File: src/rtl/bool_fn_pkg.sv
`default_nettype none
// +----------------------------------------------------------------------+
// | bool_fn_pkg : shared types, limits and helpers for bool_fn_checker   |
// | Revision    : 1.0                                                    |
// +----------------------------------------------------------------------+
package bool_fn_pkg;

    localparam int MAX_N = 8;

    typedef enum logic [1:0] {
        IDLE = 2'd0,
        RUN  = 2'd1,
        DONE = 2'd2
    } fsm_e;

    // Counts must hold 2^n, hence one bit wider than the index.
    function automatic int cnt_w(input int n);
        return n + 1;
    endfunction

endpackage
`default_nettype wire

File: src/rtl/bool_fn_checker_minterm_eval.sv
`default_nettype none
// +----------------------------------------------------------------------+
// | minterm_eval : combinational care/diff/ones flags for one minterm    |
// | Revision     : 1.0                                                   |
// +----------------------------------------------------------------------+
module minterm_eval
    import bool_fn_pkg::*;
#(
    parameter int N = 4
) (
    input  logic [2**N-1:0] a,
    input  logic [2**N-1:0] b,
    input  logic [2**N-1:0] mask,
    input  logic [N-1:0]    idx,
    output logic            care,
    output logic            diff,
    output logic            a_bit,
    output logic            b_bit
);

    // a_bit/b_bit are already qualified by care so they feed the counters directly.
    assign care  = ~mask[idx];
    assign a_bit = care & a[idx];
    assign b_bit = care & b[idx];
    assign diff  = care & (a[idx] ^ b[idx]);

endmodule
`default_nettype wire

File: config.mk
export PLATFORM = sky130hd
export DESIGN_NAME = minterm_eval
export DESIGN_NICKNAME = d
export VERILOG_FILES = /design/src/rtl/bool_fn_pkg.sv /design/src/rtl/bool_fn_checker_minterm_eval.sv
export SDC_FILE = /design/constraint.sdc
export NUM_CORES = 1
export LEC_CHECK = 0
export CAP_MARGIN = 30
export CORE_UTILIZATION = 32
export DETAILED_ROUTE_END_ITERATION = 10
export PLACE_DENSITY_LB_ADDON = 0.08
export SLEW_MARGIN = 25
export SYNTH_ARGS = -nofsm -noshare
export SYNTH_HDL_FRONTEND = slang
export SYNTH_SLANG_ARGS = --single-unit
File: constraint.sdc
create_clock -name vclk -period 2.4
set_input_delay 0.24 -clock vclk [all_inputs]
set_output_delay 0.24 -clock vclk [all_outputs]
set_load 0.02 [all_outputs]
### After elaboration in Yosys (flattened, before gate mapping)

Index checks and enable logic that the tools add are counted.
W data, S select, Z words.

| word-level totals | value |
|---|---|
| register bits after elaboration | 0 |
| input port bits | 52 |
| output and inout port bits | 4 |
| logic and storage cells | 12 |

| cells by class | value |
|---|---|
| order comparisons | 1 |
| mux-type cells | 6 |
| bitwise logic cells | 5 |

Operators by type and width:

| cell | number |
|---|---|
| $bmux W1 S4 | 3 |
| $lt A4 B5 Y1 const B | 1 |
| $and A1 B1 Y1 | 3 |
| $mux W1 | 3 |
| $not A1 Y1 | 1 |
| $xor A1 B1 Y1 | 1 |

### Depth between registers and ports, before layout

Gate-level depths: netlist (run 1).

| logic depth | value |
|---|---|
| depth after elaboration | 4 |
| mapped depth | 7 |
| mapped depth without buffers | 5 |

### Least setup slack after synthesis (run 1)

No wires, ideal clock.

| timing path | value |
|---|---|
| path type | input-to-output |
| from | input port idx[0] |
| to | output port diff |
| data arrival time | 1706 ps |
| required time | 2160 ps |
| slack | 454 ps |
| stages | 6 |
| path buffers | 2 |
| cells stage by stage | buf_6 -> buf_12 -> mux4_2 -> a22o_1 -> a221o_1 -> a21oi_2 |

| between the ends | value |
|---|---|
| word-level cells in the longest chain between the ends | 4 |
| elaborated cells on any way between the ends | 9 |
| classes of those cells | 6 x mux; 3 x bitwise |

Ends and longest elaborated chain:

| what | line | RTL |
|---|---|---|
| start, declared | bool_fn_checker_minterm_eval.sv:14 | `input logic [N-1:0] idx,` |
| $bmux W1 S4 (on tied branches) | bool_fn_checker_minterm_eval.sv:25, bool_fn_checker_minterm_eval.sv:22 |  |
| $mux W1 (on tied branches) | bool_fn_checker_minterm_eval.sv:25, bool_fn_checker_minterm_eval.sv:22 |  |
| $xor A1 B1 Y1 or $not A1 Y1 (tied branches) | bool_fn_checker_minterm_eval.sv:25, bool_fn_checker_minterm_eval.sv:22 |  |
| $and A1 B1 Y1 (*) | bool_fn_checker_minterm_eval.sv:25 | `assign diff = care & (a[idx] ^ b[idx]);` |
| end, declared | bool_fn_checker_minterm_eval.sv:16 | `output logic diff,` |

Every way passes the cells marked *; elsewhere a longest branch is shown, timed or not. The select of a mux whose other input is x is not followed.

### Worst setup path after layout (run 1)

Ends and elaborated chain as after synthesis.

==> impl_metrics.yaml, run 1 <==
run_status:
  status: "finished, final reports clean"
hold_path:
  hold_path_class: "input pin to output pin"
synth:
  yosys.cell_count.top_type: "mux2i_1"
  post-synth-top-area-cell: "mux4_1"
  avgSynthCellArea_um2: 11.5
  synth_cell_types: 19
  seq_area_frac_synth: 0
  synth_area_leaders: "mux4_1 35%, mux2i_1 17%, a221oi_2 11%, mux4_2 4.2%, a221o_1 3.8%"
  synth.top_cell.area_share: 0.347
  syn_inst: 46
  yosysWarnings: 0
  synth.cell_area_um2: 531
  synthesis.nets: 98
  synth_common_cells: "9 x mux2i_1, 7 x mux4_1, 4 x a221oi_2, 3 x a21oi_1, 3 x inv_1"
timing:
  rsz0062_at_grt: "false"
  fin_crit_sh: 0.937
  drv_slew: 0
  maxSlewHeadroom: 0.739
  worst_pin_slew_ps: 392
  timing.final.crit_period_ps: 2250
  fmaxAchievable_mhz: 445
  final_hold_viol_count: 0
  finalSetupTns_ps: 0
  setup_viol: 0
grt:
  top_usage_layer: "met2"
  grt_antenna_before_repair: 0
  grt_usage: 0.176
  use_met3: 0.0128
  grt_start_max_net_pins: 8
  grt_overflow: 0
  grt_pass1_vias: 657
  use_met1: 0.219
  met2_usage: 0.345
  grt_pass1_wl_um: 2570
finish:
  final-seq-area_um2: 0
  area_delta_synth_final_pct: 138
  seq_cells: 0
  final_core_util: 0.830
  drive_gt1_frac: 0.284
  final_nets: 163
  antenna_cells_inserted: 0
  n_clock_buffer: 0
  fill_cells: 108
  final_area_um2: 1260
  multi_input_comb_area_um2: 559
worst_setup_path:
  startpoint_type: "input pin"
  worstPathCellList: "clkbuf_2 -> bufbuf_16 -> mux2i_2 -> a221oi_4 -> or2_2 -> a221o_1 -> a21oi_2 -> buf_4"
  cp-end-kind: "output pin"
  cp_data_arrival_time_ps: 2010
  crit_slowest_cell: "a221o_1"
  cp_max_fo: 6
  slowest_delay_ps: 360
  worst-endpoint-required_ps: 2160
  path_class: "input pin to output pin"
placement:
  portBuffers: 56
  dp_hpwl_um: 1350
  place.gp.congestion: 0.735
  dpl_cell_area_um2: 1150
drt:
  routed_wl_um: 1990
  firstDrtPassIters: 4
  drc: 0
  num_vias: 698
  viasPerCell: 5.58
  routedWlPerCell_um: 15.9
  drt-initial-drc-count: 12
  ant_nets: 0
floorplan:
  die_x_um: 42.7
  start_util: 0.348
  die-area_um2: 1820
  placementRows: 14
  io_pins: 56
  fp.dieH_um: 42.7
  core_um2: 1520
power:
  power_density_nw_per_um2: 201
  vdd_drop_max_uv: 136
  power_uw: 254
  power.leakage_nw: 0.521
cts:
  ctsHoldBuffers: 0
flow_run:
  timing.max_cap.violations: 0
[kinds of logic (layout without fill, tap and decap cells)]
group | count (synthesis) | count (layout) | synth area share
AND/OR/NAND/NOR | 7 | 7 | 0.0755
buffers and inverters | 6 | 69 | 0.0896
multiplexers | 17 | 17 | 0.559
AO/OA/AOI/OAI | 16 | 16 | 0.276
[worst max-delay path: cells and delay by family]
family / cells / cell delay [ps]
AND/OR/NAND/NOR: 1 / 310
buffers and inverters: 3 / 580
multiplexers: 1 / 260
AO/OA/AOI/OAI: 3 / 600
[stage by stage]
step	hold WS [ps]	std cells	worst slack, ps
after CTS	1470	125	7.34
final	1180	125	150
after detailed placement	1880	123	-579
after global placement	1880	123	-548
after floorplan	713	46	454
after global routing	1240	125	83.6
[report_power, final]
| group | internal, mW | switching, mW |
|---|---|---|
| registers | 0 | 0 |
| logic | 0.163 | 0.0916 |
| clock network | 0 | 0 |
| total | 0.163 | 0.0916 |
[final timing paths]
path	start	endpoint	slack, ps	depth (start not counted)
setup / recovery	idx[0]	diff	150	8
hold / removal	idx[2]	a_bit	1180	6
[cells in the final DEF (no fill, tap or decap), drive strengths merged]
cell type,count
a221o,2
buf,12
a22o,2
clkbuf,1
dlymetal6s2s,2
nand2,2
mux4,8
clkdlybuf4s15,1
o21ai,2
and3,1
mux2i,9
and2b,1
a221oi,4
nor2,1
clkdlybuf4s50,49
or2,2
inv,3
a21oi,4
a22oi,2
bufbuf,1
[cell type report]
class              instances  area share
multi-input cells         40       0.442
repair buffers            66       0.533
inverters                  3     0.00890
well taps                 16      0.0158
[layer usage]
metal	vias up	wire length [um]
met5	-	0
met4	0	0
met3	0	124
met2	40	1110
met1	324	754
li1	334	-
[what timing repair did]
action                                  CTS  global route
setup buffers                             1             0
endpoints found under the setup margin    4             1
pin swaps                                 0             2
resized for setup                        18            17
gates cloned                              1             0
Note: power is estimated with default switching activity, not from simulation.
==> inputs of run 2 (changes only) <==
- CELL_PAD_IN_SITES_DETAIL_PLACEMENT: not set -> 0
- CELL_PAD_IN_SITES_GLOBAL_PLACEMENT: not set -> 1
- CORE_UTILIZATION: 32 -> 22
- MAX_ROUTING_LAYER: not set -> met4
==> run 2 against run 1 <==
Against the previous run:
- final cell count grew 9.6%
- critical path depth shrank 1
- wire length shrank 1.5%
- first-iteration DRC count shrank 33%
==> impl_metrics.yaml, run 2 (synthesized netlist as in run 1, its figures left out) <==
hold_path:
  min_path_cells: 6
  whs_endpoint: "diff"
  hold_path_class: "input pin to output pin"
  min_from: "idx[2]"
placement:
  dpl_cell_area_um2: 1170
  dp.cells: 136
  dp_hpwl_um: 1580
  dp_slack_ps: -631
  portBuffers: 56
  place.gp.congestion: 0.737
power:
  seqPwrFrac: 0
  p_int_uw: 168
  p_sw_uw: 95.4
  pwr-share-comb: 1.000
  vdd_drop_max_uv: 118
  power.leakage_nw: 0.510
  power_density_nw_per_um2: 201
  switching_share: 0.362
  power_frac_clock: 0
timing:
  setup_ws_ps: 179
  holdWs_ps: 1230
  fmaxAchievable_mhz: 450
  rsz0062_at_grt: "false"
  maxSlewHeadroom: 0.806
  setup_viol: 0
  drv_slew: 0
  fin_crit_sh: 0.925
  final_hold_viol_count: 0
  worst_pin_slew_ps: 290
  timing.final.crit_period_ps: 2220
  finalSetupTns_ps: 0
grt:
  grt_antenna_before_repair: 0
  grt_pass1_wl_um: 2820
  grt_pass1_vias: 676
  grt_usage: 0.142
  grt_overflow: 0
  grt_start_max_net_pins: 14
drt:
  routed_wl_um: 1960
  drc: 0
  firstDrtPassIters: 4
  drt-initial-drc-count: 8
  viasPerCell: 4.99
  num_vias: 683
  routedWlPerCell_um: 14.3
  ant_nets: 0
cts:
  ctsHoldBuffers: 0
  postCtsSetupRepairBufs: 0
worst_setup_path:
  startpoint_type: "input pin"
  path_class: "input pin to output pin"
  worst-endpoint-required_ps: 2160
  cp_data_arrival_time_ps: 1980
  cp-end-kind: "output pin"
  cp_max_fo: 4
finish:
  seq_cells: 0
  fin_cells: 137
  n_clock_buffer: 0
  antenna_cells_inserted: 0
  final_nets: 163
  final_common_cell: "clkdlybuf4s50_1"
  area_delta_synth_final_pct: 147
  final_area_um2: 1310
  final-seq-area_um2: 0
  final_cell_mix: "49 x clkdlybuf4s50_1, 6 x mux4_1, 6 x buf_4"
  drive_gt1_frac: 0.312
run_status:
  status: "finished, final reports clean"
floorplan:
  placementRows: 17
  die_x_um: 51.1
  io_pins: 56
  core_um2: 2230
  fp.dieH_um: 51.1
  start_util: 0.238
  die-area_um2: 2610
flow_run:
  timing.max_cap.violations: 0
## run 2: changes by cell type in the layout (fill, tap and decap cells not counted), sizes merged
cell         before  now
clkbuf            1    3
dlygate4sd2       0    1
bufbuf            1    0
buf              12   10
## run 2: worst max-delay path by stage
stage / startpoint / endpoint / depth (start not counted)
final: b[1] / diff / 7
after global routing: b[1] / diff / 7
after CTS: idx[2] / diff / 8
after detailed placement: idx[0] / diff / 8
after global placement: idx[0] / diff / 8
after floorplan: idx[0] / diff / 6
## run 2: cell type report
cell class | instances | area, um2
fill | 208 | 922
inverter | 3 | 11.3
multi-input combinational | 40 | 597
tap | 28 | 35.0
timing repair buffer | 66 | 668
## run 2: through the flow
| stage | utilization | total power [mW] |
|---|---|---|
| after CTS | 0.547 | 0.240 |
| after global routing | 0.587 | 0.282 |
| after floorplan | - | 0.102 |
| final | 0.587 | 0.264 |
| after global placement | 0.524 | 0.228 |
| after detailed placement | 0.524 | 0.231 |
## run 2: metal layers
metal,routed length [um],global-route usage,part of all wire
met5,0,-,0
met4,0,0,0
met3,116,0.00298,0.059
met2,1070,0.279,0.55
met1,774,0.170,0.39
## run 2: worst max-delay path, cell delays in order
cell             delay [ps]
clkdlybuf4s50_1         510
mux2i_4                  90
a221oi_4                360
o21ai_1                 120
a221o_1                 370
a21oi_2                 160
buf_6                   130
## run 2: power by group through the flow
stage	Clock, mW	Combinational (mW)	Sequential [mW]
floorplan	0	0.102	0
global placement	0	0.228	0
detailed placement	0	0.231	0
CTS	0	0.240	0
global route	0	0.282	0
finish	0	0.264	0
## run 2: what timing repair did
item                                    4_1_cts  5_1_grt
pin swaps                                     2        4
gates cloned                                  0        1
gates resized for setup                      18       22
endpoints found under the setup margin        4        4
==> inputs of run 3 (changes only) <==
- REMOVE_ABC_BUFFERS: not set -> 1
==> run 3 against run 2 <==
Against the previous run:
- wire length is 13% lower
- sequential share of layout area stayed put
- via count is 0.59% lower
- setup slack worse by 51 ps
- flip-flop and latch count stayed put
- final cell count is 0.73% higher
- largest cell class unchanged
==> impl_metrics.yaml, run 3 (synthesized netlist as in run 1, its figures left out) <==
finish:
  antenna_cells_inserted: 0
  seq_cells: 0
  fill_cells: 226
  final_common_cell: "clkdlybuf4s50_1"
  final-seq-area_um2: 0
  final_area_um2: 1220
  drive_gt1_frac: 0.273
  final_nets: 164
  area_delta_synth_final_pct: 131
  fin_cells: 138
  n_clock_buffer: 0
  final_cell_mix: "49 x clkdlybuf4s50_1, 11 x buf_4, 8 x mux2i_1"
floorplan:
  die_x_um: 51.1
  placementRows: 17
  start_util: 0.238
  core_um2: 2230
  io_pins: 56
  die-area_um2: 2610
  fp.dieH_um: 51.1
placement:
  dpl_cell_area_um2: 1170
  dp.cells: 138
  dp_slack_ps: -547
  dp_hpwl_um: 1540
  place.gp.congestion: 0.672
  portBuffers: 56
drt:
  drt-initial-drc-count: 3
  routed_wl_um: 1710
  wl_met1_um: 641
  top_layer_used: "met3"
  num_vias: 679
  viasPerCell: 4.92
  routedWlPerCell_um: 12.4
  wl_met3_um: 177
  met2_length_um: 890
  ant_nets: 0
  firstDrtPassIters: 4
  drc: 0
worst_setup_path:
  cpLargestDelayFamily: "compound AO/OA/AOI/OAI gates"
  cp_max_fo: 8
  path_class: "input pin to output pin"
  crit_slowest_cell: "a221o_1"
  worstPathCellList: "dlygate4sd2_1 -> buf_6 -> mux2i_1 -> a221oi_4 -> or2_2 -> a221o_1 -> a21oi_2 -> buf_4"
  path_depth: 8
  worst-path-buf-inv: 3
  cp-end-kind: "output pin"
  slowest_delay_ps: 360
  startpoint_type: "input pin"
  worst-endpoint-required_ps: 2160
  cp_data_arrival_time_ps: 2030
grt:
  grt_pass1_vias: 711
  grt_pass1_wl_um: 2750
  grt_antenna_before_repair: 0
  grt_overflow: 0
  grt_start_max_net_pins: 9
  grt_usage: 0.136
hold_path:
  whs_endpoint: "diff"
  min_from: "idx[2]"
  hold_path_class: "input pin to output pin"
  min_path_cells: 6
timing:
  setup_viol: 0
  fin_crit_sh: 0.947
  rsz0062_at_grt: "false"
  fmaxAchievable_mhz: 440
  timing.final.crit_period_ps: 2270
  drv_slew: 0
  worst_pin_slew_ps: 282
  maxSlewHeadroom: 0.806
  setup_ws_ps: 128
  holdWs_ps: 1270
  final_hold_viol_count: 0
run_status:
  status: "finished, final reports clean"
power:
  vdd_drop_max_uv: 95.1
  power_density_nw_per_um2: 197
  power.leakage_nw: 0.503
cts:
  ctsHoldBuffers: 0
  postCtsSetupRepairBufs: 0
flow_run:
  timing.max_cap.violations: 0
-- run 3: through the flow --
step	total power [mW]	setup TNS [ps]	utilization
5_1_grt	0.259	0	0.548
3_5_place_dp	0.230	-2000	0.525
4_1_cts	0.230	-31.8	0.522
6_report	0.241	0	0.548
3_3_place_gp	0.228	-1970	0.525
2_1_floorplan	0.0893	0	-
-- run 3: how the worst max path moves through the flow --
stage	start	endpoint	slack (ps)
2_1_floorplan	idx[0]	diff	620
3_3_place_gp	idx[0]	diff	-540
3_5_place_dp	idx[0]	diff	-550
4_1_cts	idx[2]	diff	-30
5_1_grt	idx[0]	diff	30
6_report	idx[0]	diff	130
-- run 3: layout make-up --
class / count / area (um2) / area share
timing repair buffer: 67 / 646 / 0.528
tap: 28 / 35.0 / 0.0286
inverter: 3 / 11.3 / 0.00920
multi-input combinational: 40 / 532 / 0.435
-- run 3: timing repair --
item	in CTS	in global routing
cloned	0	0
setup endpoints to repair	4	1
resized for setup	25	9
hold endpoints to repair	0	0
pin swaps	2	4
-- run 3: power breakdown --
group / total, mW / switching (mW) / internal, mW / leakage (nW)
clock network: 0 / 0 / 0 / 0
registers: 0 / 0 / 0 / 0
logic: 0.241 / 0.0855 / 0.156 / 0.503
total: 0.241 / 0.0855 / 0.156 / 0.503
-- run 3: metal layers --
metal	up-vias	GRT usage
met1	303	0.155
li1	333	-
met2	43	0.268
met3	0	0.0149
met5	-	-
met4	0	0
